**src/rtl/snn_pkg.sv**
```systemverilog
// Shared types and default widths for the neuron datapath output stage.
package snn_pkg;

  localparam int ACC_W = 26;
  localparam int SAT_W = 11;
  localparam int OUT_W = 8;

  // Adding this offset maps signed [-1024, 1023] onto LUT rows [0, 2047].
  localparam logic [SAT_W-1:0] LUT_OFFSET = 11'd1024;

  typedef enum logic [1:0] {IDLE, RD, WR} act_state_t;

endpackage

```
**src/rtl/act_out_stage_if.sv**
```systemverilog
// Accumulator hand-off from a neuron datapath into the activation output stage.
interface act_out_stage_if #(
  parameter int ACC_W = snn_pkg::ACC_W
);
  // Valid/ready: a transfer happens on the clock edge where acc_vld and acc_rdy
  // are both high; the master holds acc and acc_vld stable until that edge, and
  // acc_rdy never depends combinationally on acc_vld.
  logic signed [ACC_W-1:0] acc;
  logic                    acc_vld;
  logic                    acc_rdy;

  modport master (output acc, output acc_vld, input acc_rdy);
  modport slave  (input acc, input acc_vld, output acc_rdy);
endinterface

```
**src/rtl/act_sat.sv**
```systemverilog
// Rescale a signed accumulator by an arithmetic shift, clip it to SAT_W bits
// and turn the result into an unsigned activation-LUT address.
module act_sat
  import snn_pkg::*;
#(
  parameter int ACC_W = snn_pkg::ACC_W,
  parameter int SHIFT = 7,
  parameter int SAT_W = snn_pkg::SAT_W
) (
  input  logic signed [ACC_W-1:0] acc,
  output logic        [SAT_W-1:0] lut_addr,
  output logic                    clipped
);

  localparam logic signed [ACC_W-1:0] SAT_MAX = ACC_W'((2 ** (SAT_W - 1)) - 1);
  localparam logic signed [ACC_W-1:0] SAT_MIN = ~SAT_MAX;

  logic signed [ACC_W-1:0] shifted;
  logic        [SAT_W-1:0] sat;

  always_comb begin
    shifted = acc >>> SHIFT;
    clipped = 1'b0;
    sat     = shifted[SAT_W-1:0];
    if (shifted > SAT_MAX) begin
      sat     = SAT_MAX[SAT_W-1:0];
      clipped = 1'b1;
    end else if (shifted < SAT_MIN) begin
      sat     = SAT_MIN[SAT_W-1:0];
      clipped = 1'b1;
    end
    // Offset by 1024 is just an MSB flip for an 11-bit two's complement value.
    lut_addr = sat ^ LUT_OFFSET;
  end

endmodule

```
**src/rtl/act_out_stage.sv**
```systemverilog
// Activation output stage: accept final accumulator, saturate, read activation
// ROM, write layer output memory. Optional clip counter: ACT_OUT_STAGE_STATS_EN.
module act_out_stage
  import snn_pkg::*;
#(
  parameter int ACC_W       = snn_pkg::ACC_W,
  parameter int SHIFT       = 7,
  parameter int SAT_W       = snn_pkg::SAT_W,
  parameter int OUT_W       = snn_pkg::OUT_W,
  parameter int NUM_NEURONS = 32,
  parameter int IDX_W       = $clog2(NUM_NEURONS)
) (
  input  logic             clk,
  input  logic             rst_n,
  act_out_stage_if.slave   acc_bus,
  input  logic             layer_start,
  output logic             lut_rd,
  output logic [SAT_W-1:0] lut_addr,
  input  logic [OUT_W-1:0] lut_data,
  output logic             out_we,
  output logic [IDX_W-1:0] out_addr,
  output logic [OUT_W-1:0] out_data,
  output logic             layer_done,
  output logic             busy,
  output act_state_t       state_dbg
`ifdef ACT_OUT_STAGE_STATS_EN
  ,
  output logic [15:0]      sat_cnt
`endif
);

  localparam logic [IDX_W-1:0] LAST_IDX = IDX_W'(NUM_NEURONS - 1);

  act_state_t       state, state_nxt;
  logic [IDX_W-1:0] idx;
  logic [SAT_W-1:0] sat_reg;
  logic [SAT_W-1:0] sat_addr;
  logic             clipped;
  logic             pend;
  logic             rdy;
  logic             accept;
  logic             restart;

  act_sat #(
    .ACC_W (ACC_W),
    .SHIFT (SHIFT),
    .SAT_W (SAT_W)
  ) u_sat (
    .acc      (acc_bus.acc),
    .lut_addr (sat_addr),
    .clipped  (clipped)
  );

  assign accept          = rdy & acc_bus.acc_vld;
  // A layer_start seen in RD or WR (latched or arriving now) retargets index 0.
  assign restart         = pend | layer_start;
  assign acc_bus.acc_rdy = rdy;
  assign lut_addr        = sat_reg;
  assign state_dbg       = state;

  always_ff @(posedge clk or negedge rst_n) begin
    if (!rst_n) state <= IDLE;
    else        state <= state_nxt;
  end

  always_comb begin
    state_nxt  = state;
    rdy        = 1'b0;
    busy       = 1'b1;
    lut_rd     = 1'b0;
    out_we     = 1'b0;
    out_addr   = '0;
    out_data   = '0;
    layer_done = 1'b0;
    case (state)
      IDLE: begin
        rdy  = 1'b1;
        busy = 1'b0;
        if (acc_bus.acc_vld) state_nxt = RD;
      end
      RD: begin
        lut_rd    = 1'b1;
        state_nxt = WR;
      end
      WR: begin
        out_we     = 1'b1;
        out_addr   = idx;
        out_data   = lut_data;
        layer_done = (idx == LAST_IDX) && !restart;
        state_nxt  = IDLE;
      end
      default: state_nxt = IDLE;
    endcase
  end

  always_ff @(posedge clk or negedge rst_n) begin
    if (!rst_n) begin
      idx     <= '0;
      sat_reg <= '0;
      pend    <= 1'b0;
    end else begin
      if (accept) sat_reg <= sat_addr;
      case (state)
        IDLE: if (layer_start) idx <= '0;
        RD:   if (layer_start) pend <= 1'b1;
        WR: begin
          pend <= 1'b0;
          idx  <= (restart || idx == LAST_IDX) ? '0 : idx + IDX_W'(1);
        end
        default: ;
      endcase
    end
  end

`ifdef ACT_OUT_STAGE_STATS_EN
  always_ff @(posedge clk or negedge rst_n) begin
    if (!rst_n) begin
      sat_cnt <= '0;
    end else if (layer_start) begin
      sat_cnt <= (accept && clipped) ? 16'd1 : 16'd0;
    end else if (accept && clipped && sat_cnt != 16'hFFFF) begin
      sat_cnt <= sat_cnt + 16'd1;
    end
  end
`else
  logic unused_clipped;
  assign unused_clipped = clipped;
`endif

endmodule

```
**src/flat_wrapper.sv**
```systemverilog
// flat-port wrapper written by rule: the top's interface ports become plain ports
module act_out_stage_flat import snn_pkg::*;
#(
  parameter int ACC_W       = snn_pkg::ACC_W,
  parameter int SHIFT       = 7,
  parameter int SAT_W       = snn_pkg::SAT_W,
  parameter int OUT_W       = snn_pkg::OUT_W,
  parameter int NUM_NEURONS = 32,
  parameter int IDX_W       = $clog2(NUM_NEURONS)
)
  (clk, rst_n, layer_start, lut_rd, lut_addr, lut_data, out_we, out_addr, out_data, layer_done, busy, state_dbg, acc_bus_acc, acc_bus_acc_vld, acc_bus_acc_rdy);
  act_out_stage_if #(.ACC_W(ACC_W)) acc_bus_i ();
  input  logic clk;
  input  logic rst_n;
  input  logic layer_start;
  output logic lut_rd;
  output logic [SAT_W-1:0] lut_addr;
  input  logic [OUT_W-1:0] lut_data;
  output logic out_we;
  output logic [IDX_W-1:0] out_addr;
  output logic [OUT_W-1:0] out_data;
  output logic layer_done;
  output logic busy;
  output act_state_t state_dbg;
  input wire logic [$bits(acc_bus_i.acc)-1:0] acc_bus_acc;
  input wire logic [$bits(acc_bus_i.acc_vld)-1:0] acc_bus_acc_vld;
  output wire logic [$bits(acc_bus_i.acc_rdy)-1:0] acc_bus_acc_rdy;
  assign acc_bus_i.acc = acc_bus_acc;
  assign acc_bus_i.acc_vld = acc_bus_acc_vld;
  assign acc_bus_acc_rdy = acc_bus_i.acc_rdy;
  act_out_stage #(.ACC_W(ACC_W), .SHIFT(SHIFT), .SAT_W(SAT_W), .OUT_W(OUT_W), .NUM_NEURONS(NUM_NEURONS), .IDX_W(IDX_W)) u_core (.clk(clk), .rst_n(rst_n), .acc_bus(acc_bus_i), .layer_start(layer_start), .lut_rd(lut_rd), .lut_addr(lut_addr), .lut_data(lut_data), .out_we(out_we), .out_addr(out_addr), .out_data(out_data), .layer_done(layer_done), .busy(busy), .state_dbg(state_dbg));
endmodule
```
**config.mk**
```make
export PLATFORM = sky130hd
export DESIGN_NAME = act_out_stage_flat
export DESIGN_NICKNAME = d
export VERILOG_FILES = /design/src/rtl/snn_pkg.sv /design/src/rtl/act_out_stage_if.sv /design/src/rtl/act_sat.sv /design/src/rtl/act_out_stage.sv /design/src/flat_wrapper.sv
export SDC_FILE = /design/constraint.sdc
export NUM_CORES = 1
export LEC_CHECK = 0
export CORE_UTILIZATION = 37
export CTS_CLUSTER_DIAMETER = 50
export DETAILED_ROUTE_END_ITERATION = 10
export PLACE_DENSITY_LB_ADDON = 0.1
export SKIP_LAST_GASP = 1
export SLEW_MARGIN = 15
export SYNTH_ARGS = -nofsm -noshare
export SYNTH_HDL_FRONTEND = slang
export SYNTH_SLANG_ARGS = --single-unit
```
**constraint.sdc**
```tcl
create_clock -name clk -period 4.45 [get_ports clk]
set_clock_uncertainty 0.05 [all_clocks]
set_input_delay 1.1125 -clock clk [delete_from_list [all_inputs] [get_ports clk]]
set_output_delay 1.1125 -clock clk [all_outputs]
set_load 0.02 [all_outputs]
```
==> results by group <==
Yosys
  • Cell area after synthesis: 998 um2
  • Combinational family with the most area after synthesis: simple AND/OR/NAND/NOR gates
  • Post-synthesis mux area share: 0.0113
  • Xor/xnor cell area share of the yosys netlist: 0
  • FF+latch count, synth: 19
  • Top cell type by total area after synthesis: dfrtp_1
  • Area contributors post-synth: dfrtp_1, and2_1, nand2_1
  • Top-area cell type share of the netlist area: 0.476
  • Synth Area in Simple Gates: 0.291
  • YS warnings: 0
  • Register area share after synthesis: 0.476
  • Compound-cell area share of the yosys netlist: 0.147
  • Post-synth cell types: 29
  • Instance count of the mapped netlist: 105
  • Post-Syn Nets: ~150
  • Post-Synth Adder-Cell Area: 0.0251
  • Syn Area/Cell: 9.51 um2

Clock network
  • TritonCTS Buffers: 3
  • Clock Tree Root: clkbuf_4
  • H-Tree Depth: 1
  • Cts hold-fix bufs: 0
  • Post-CTS Resized: 0
  • Clock sinks: 19
  • Worst-Skew Late Latency: 0.30 ns
  • CTS max path bufs: 2
  • TritonCTS clock tree: built
  • Clock transition at path regs: 0.10 ns
  • Setup Buffers After CTS: 0

Floorplanning
  • Starting Density: 0.396
  • Ports: 69
  • Core ar.: 2520 um2
  • Die height: between 50 and 60 um
  • Die width: approximately 54 um
  • Std-Cell Rows: 18
  • Die footprint: about 2900 um2

Layout
  • Multi-input gate area: 473 um2
  • Layout fillers: 236
  • Fraction of layout cells with a size suffix above 1: 0.0366
  • ANT cells: 0
  • Register Area: 475 um2
  • Layout Nets: between 200 and 250
  • Final instance count without filler cells: 194
  • Area grow syn2layout: 64.0%

STA
  • Least-Margin Pin Slew: ~0.84 ns
  • Fin Setup TNS: 0 ns
  • Ratio of final minimum period to clock period: 0.893
  • Fin. Hold Viols: 0
  • Slew Limit Fails: 0
  • Max Fclk: ~250 MHz
  • Worst slew margin: 0.436
  • Hold WS: 0.446 ns
  • RSZ-0062 raised after global routing: false
  • Final setup fails: 0
  • Final min period: between 3 and 4 ns

Placement
  • GP Congestion: about 0.74
  • # placed instances: 190
  • I/O Buffers: 61
  • Hpwl dp: 2.04 mm

Job
  • Maxcap violations: 0

Drt
  • Vias: 980
  • Met2 Routed Length: ~1.4 mm
  • Routed Antenna Nets: 0
  • Drt wl/cell: 13.4 um
  • Initial DRT Pass Iterations: 4
  • Met3 WL post-DR: 131 um
  • Vias per cell: 5.05
  • Total wire length: 2.60 mm
  • WL met1: 998 um
  • DRT iter0 DRCs: 10
  • Top sig layer: met4
  • Residual DRC count: 0

GRT
  • Initial antenna violation count: 0
  • First-pass GRT wire length: 3.96 mm
  • GRT Util Overall: 0.194
  • Largest net degree at the start of global routing: 20
  • Gr ovfl total: 0
  • Number of global-route vias before repair: 883

Critical path
  • Critical path launch point type: input pin
  • Crit Path Category: in2out
  • WP data arrival: 2.81 ns
  • Data required, critical path: around 3.3 ns
  • Crit-path max FO: 4
  • Crit. End Element: output pin

Worst hold path
  • Worst hold-check path type: reg2reg

Power and ir drop
  • Static leakage power: 0.000695 uW
  • Worst vdd ir: 244 uV
  • PD cells: 335 nW/um2

Run status
  • Status: finished, final reports clean
[through the flow]
step | area (um2) | power [uW] | util | setup slack, ns
floorplan | 998 | 344 | - | 1.35
global placement | 1610 | 461 | 0.639 | 0.475
detailed placement | 1610 | 469 | 0.639 | 0.476
CTS | 1640 | 558 | 0.649 | 0.472
global route | 1640 | 584 | 0.649 | 0.404
finish | 1640 | 549 | 0.649 | 0.478
[area by class of cell]
cell class                      instances  area share
Multi-Input combinational cell         76       0.289
Inverter                                4     0.00917
Timing Repair Buffer                   61       0.373
Clock buffer                            4      0.0160
Sequential cell                        19       0.290
Tap cell                               30      0.0229
[where the power goes]
group / total [uW] / switching [uW] / internal, uW
Clock: 87.5 / 52.6 / 35.0
Sequential: 228 / 21.2 / 207
Combinational: 234 / 115 / 119
Total: 549 / 188 / 361
[registers in the layout, indices dropped and copies added, names as in the netlist]
register,cells
u_core.idx,5
u_core.lut_addr,11
u_core.pend,1
u_core.state_dbg,2
[layout by cell type, fill, tap and decap left out, drive strengths merged]
cell	instances
nor2	2
nor4	4
o21bai	1
clkbuf	4
a22o	2
and2	14
inv	4
nand4	2
and2b	3
dfrtp	19
nand2b	1
ha	2
mux2	1
and3	1
nand3	1
o21a	1
or3b	1
a211o	1
a221o	2
or4b	1
o21ai	2
nor2b	1
or2	1
o211ai	10
nand2	22
clkdlybuf4s50	61
[layer usage]
metal  up-vias  track usage
met5         -            0
met4         0       0.0526
met3         3       0.0452
met2        28        0.364
met1       465        0.213
li1        484            -
[cell families (layout without fill, tap and decap cells)]
group / after synthesis / after routing
AND/OR/NAND/NOR: 54 / 54
AO/OA/AOI/OAI: 19 / 19
flip-flops: 19 / 19
buffers and inverters: 10 / 69
adder cells (fa/ha/maj): 2 / 2
multiplexers: 1 / 1
[worst paths after layout]
kind | startpoint | endpoint | slack [ns] | cells after the start
min reg2reg | u_core.lut_addr[10]$_DFFE_PN0P_ | u_core.lut_addr[10]$_DFFE_PN0P_ | 0.45 | 2
max reg2reg | u_core.state_dbg[0]$_DFFE_PN0P_ | u_core.lut_addr[5]$_DFFE_PN0P_ | 2.64 | 4
min | u_core.lut_addr[10]$_DFFE_PN0P_ | u_core.lut_addr[10]$_DFFE_PN0P_ | 0.45 | 2
max in group asynchronous | rst_n | u_core.idx[3]$_DFFE_PN0P_ | 2.60 | 1
min in group asynchronous | rst_n | u_core.idx[4]$_DFFE_PN0P_ | 1.23 | 1
max | layer_start | layer_done | 0.48 | 4
[worst max-delay path: stages]
cell             delay [ns]
clkdlybuf4s50_1        0.44
or4b_4                 0.55
nor2_1                 0.10
clkdlybuf4s50_1        0.61
[Yosys cell counts]
| cell type | number |
|---|---|
| inv_1 | 4 |
| nand3_1 | 1 |
| nand2b_1 | 1 |
| nor2b_1 | 1 |
| o211ai_1 | 10 |
| nand4_1 | 2 |
| a211o_1 | 1 |
| a221o_1 | 2 |
| mux2_2 | 1 |
| o21bai_1 | 1 |
| buf_1 | 1 |
| nor4_1 | 4 |
| and3_1 | 1 |
| o21a_1 | 1 |
| dfrtp_1 | 19 |
| or3b_1 | 1 |
| buf_6 | 1 |
| a22o_1 | 2 |
| or2_2 | 1 |
| and2_1 | 14 |
| nand2_1 | 22 |
| nor2_1 | 2 |
| or4b_4 | 1 |
| o21ai_0 | 2 |
| buf_2 | 1 |
| ha_1 | 2 |
| and2b_1 | 3 |
| clkbuf_1 | 2 |
| buf_4 | 1 |
No activity file was read; power rests on OpenSTA's default activity.
==> variant: new RTL, config.mk and constraints unchanged <==
`NUM_NEURONS` is set to 32 in 2 places; all go to 64.
--- a/src/rtl/act_out_stage.sv
+++ b/src/rtl/act_out_stage.sv
@@ -8,5 +8,5 @@
   parameter int SAT_W       = snn_pkg::SAT_W,
   parameter int OUT_W       = snn_pkg::OUT_W,
-  parameter int NUM_NEURONS = 32,
+  parameter int NUM_NEURONS = 64,
   parameter int IDX_W       = $clog2(NUM_NEURONS)
 ) (
--- a/src/flat_wrapper.sv
+++ b/src/flat_wrapper.sv
@@ -6,5 +6,5 @@
   parameter int SAT_W       = snn_pkg::SAT_W,
   parameter int OUT_W       = snn_pkg::OUT_W,
-  parameter int NUM_NEURONS = 32,
+  parameter int NUM_NEURONS = 64,
   parameter int IDX_W       = $clog2(NUM_NEURONS)
 )
Interface: changed (resized out_addr); port bits go from 69 to 70. No check against the original RTL was run, so the function may have changed too.
==> variant against the original RTL <==
Core utilization shrank 1.6 points. Synthesized cell count grew 11%. Clock power grew 22%. Final area grew 5.7%. Total power grew 5.9%. Worst setup slack lost 0.19 ns. Sequential cell count grew 1. Wire length grew 0.31%. Hold slack gained 0.0033 ns. Synthesized area grew 6.1%.
==> variant: results (changes against the original RTL) <==
metric;value;unit;change
outcome;completed;;unchanged
pin count of the biggest net entering global routing;21;;was 20
measured slew at the worst slew-check pin;0.9157;ns;was 0.8435 ns
met2 routed wirelength;1.347;mm;was 1.449 mm
CP Max Fanout;4;;unchanged
Synth top cells by count;29 x nand2_1, 20 x dfrtp_1, 14 x and2_1;;was 22 x nand2_1, 19 x dfrtp_1, 14 x and2_1
share of cells above drive strength 1;5.650;%;was 3.659%
Top delay family on crit path;buffers and inverters;;unchanged
DP HPWL;2.077;mm;was 2.038 mm
crit-path max cell delay;0.63;ns;was 0.61 ns
Nets;217;;was 205
routing usage on met1;20.79;%;was 21.31%
iteration count of the initial detailed-routing pass;4;;unchanged
clock root buffer;clkbuf_4;;unchanged
DRT iter0 DRCs;19;;was 10
Post-Synth XOR/XNOR Area;0.8264;%;was 0%
mux contribution to synthesized area;0.9445;%;was 1.128%
PortBufs;62;;was 61
Post-Route WL;2.610;mm;was 2.602 mm
GP Congestion;0.7913;;was 0.7400
max FFs per register;11;;unchanged
worst slack at placement;0.3073;ns;was 0.4756 ns
VDD IR-drop max;0.2287;mV;was 0.2435 mV
global-route track usage on met2;32.87;%;was 36.42%
Syn Nets;156;;was 145
post-synthesis cell type count;31;;was 29
routed wl met3;186;um;was 131 um
first-pass GRT wire length;4.560;mm;was 3.960 mm
Worst EP arrival;3.00;ns;was 2.81 ns
clk_lat worst skew;0.30;ns;about the same
ys flop type;dfrtp_1;;unchanged
compound-cell area share of the yosys netlist;15.70;%;was 14.66%
vias in the first global route;1020;;was 883
antenna violations before repair;0;;unchanged
fraction of the mapped netlist area in adder cells;1.181;%;was 2.506%
non-filler cells, final;208;;was 194
yosys warns;0;;unchanged
dpl cells;204;;was 190
leakage power;0.0007138;uW;was 0.0006954 uW
grt met3 use;4.684;%;was 4.520%
post-synthesis cell count;117;;was 105
Metal-1 WL;1.029;mm;was 998 um
Slowest-stage cell, CP;clkdlybuf4s50_1;;unchanged
Synth area leaders;dfrtp_1 47%, nand2_1 10%, and2_1 8.3%;;was dfrtp_1 48%, and2_1 8.8%, nand2_1 8.3%
via/cell ratio;5.106;;was 5.052
Tightest Hold Check Type;register to register;;unchanged
fillers;251;;was 236
Post-DP Area;0.001694;mm^2;was 0.001612 mm^2
Seq/Total Area, Yosys;47.23;%;was 47.62%
GRT Overall Usage;18.42;%;was 19.36%
-- variant: changes by cell type after synthesis, moves of 2 or more --
cell,unedited run,this run
a21o_1,0,2
a221o_1,2,0
nor3_1,0,2
nor2_1,2,0
nor4_1,4,2
o21ai_0,2,4
o21ai_1,0,3
nand2_1,22,29
a22o_1,2,0
-- variant: path summary, 6_finish.rpt --
check	end	depth (start not counted)	slack, ns	start
max	layer_done	4	0.29	layer_start
min	u_core.lut_addr[10]$_DFFE_PN0P_	2	0.45	u_core.lut_addr[10]$_DFFE_PN0P_
max reg2reg	u_core.lut_addr[0]$_DFFE_PN0P_	3	2.61	u_core.state_dbg[0]$_DFFE_PN0P_
min reg2reg	u_core.lut_addr[10]$_DFFE_PN0P_	2	0.45	u_core.lut_addr[10]$_DFFE_PN0P_
max in group asynchronous	u_core.lut_addr[4]$_DFFE_PN0P_	1	2.53	rst_n
min in group asynchronous	u_core.idx[2]$_DFFE_PN0P_	1	1.26	rst_n
-- variant: power by group --
| part | switching (uW) | total [uW] | internal, uW | leakage, uW |
|---|---|---|---|---|
| Combinational | 115 | 235 | 121 | 0.000441 |
| Sequential | 24.4 | 240 | 216 | 0.000252 |
| Clock | 56.8 | 107 | 49.9 | 0.0000210 |
| Total | 196 | 582 | 386 | 0.000714 |
-- variant: final cells by class --
| type | instances | area, um^2 | share of cell area (%) |
|---|---|---|---|
| clock buffer | 4 | 36.28 | 2.097 |
| inverter | 5 | 18.77 | 1.085 |
| multi-input combinational | 86 | 515.5 | 29.79 |
| sequential | 20 | 500.5 | 28.92 |
| tap | 31 | 38.79 | 2.242 |
| timing repair buffer | 62 | 620.6 | 35.86 |
-- variant: tightest hold or removal path: cells and delay by family (launching register included) --
kind            cells  cell delay, ns
compound gates      1            0.06
flops               1            0.36
simple gates        1            0.05
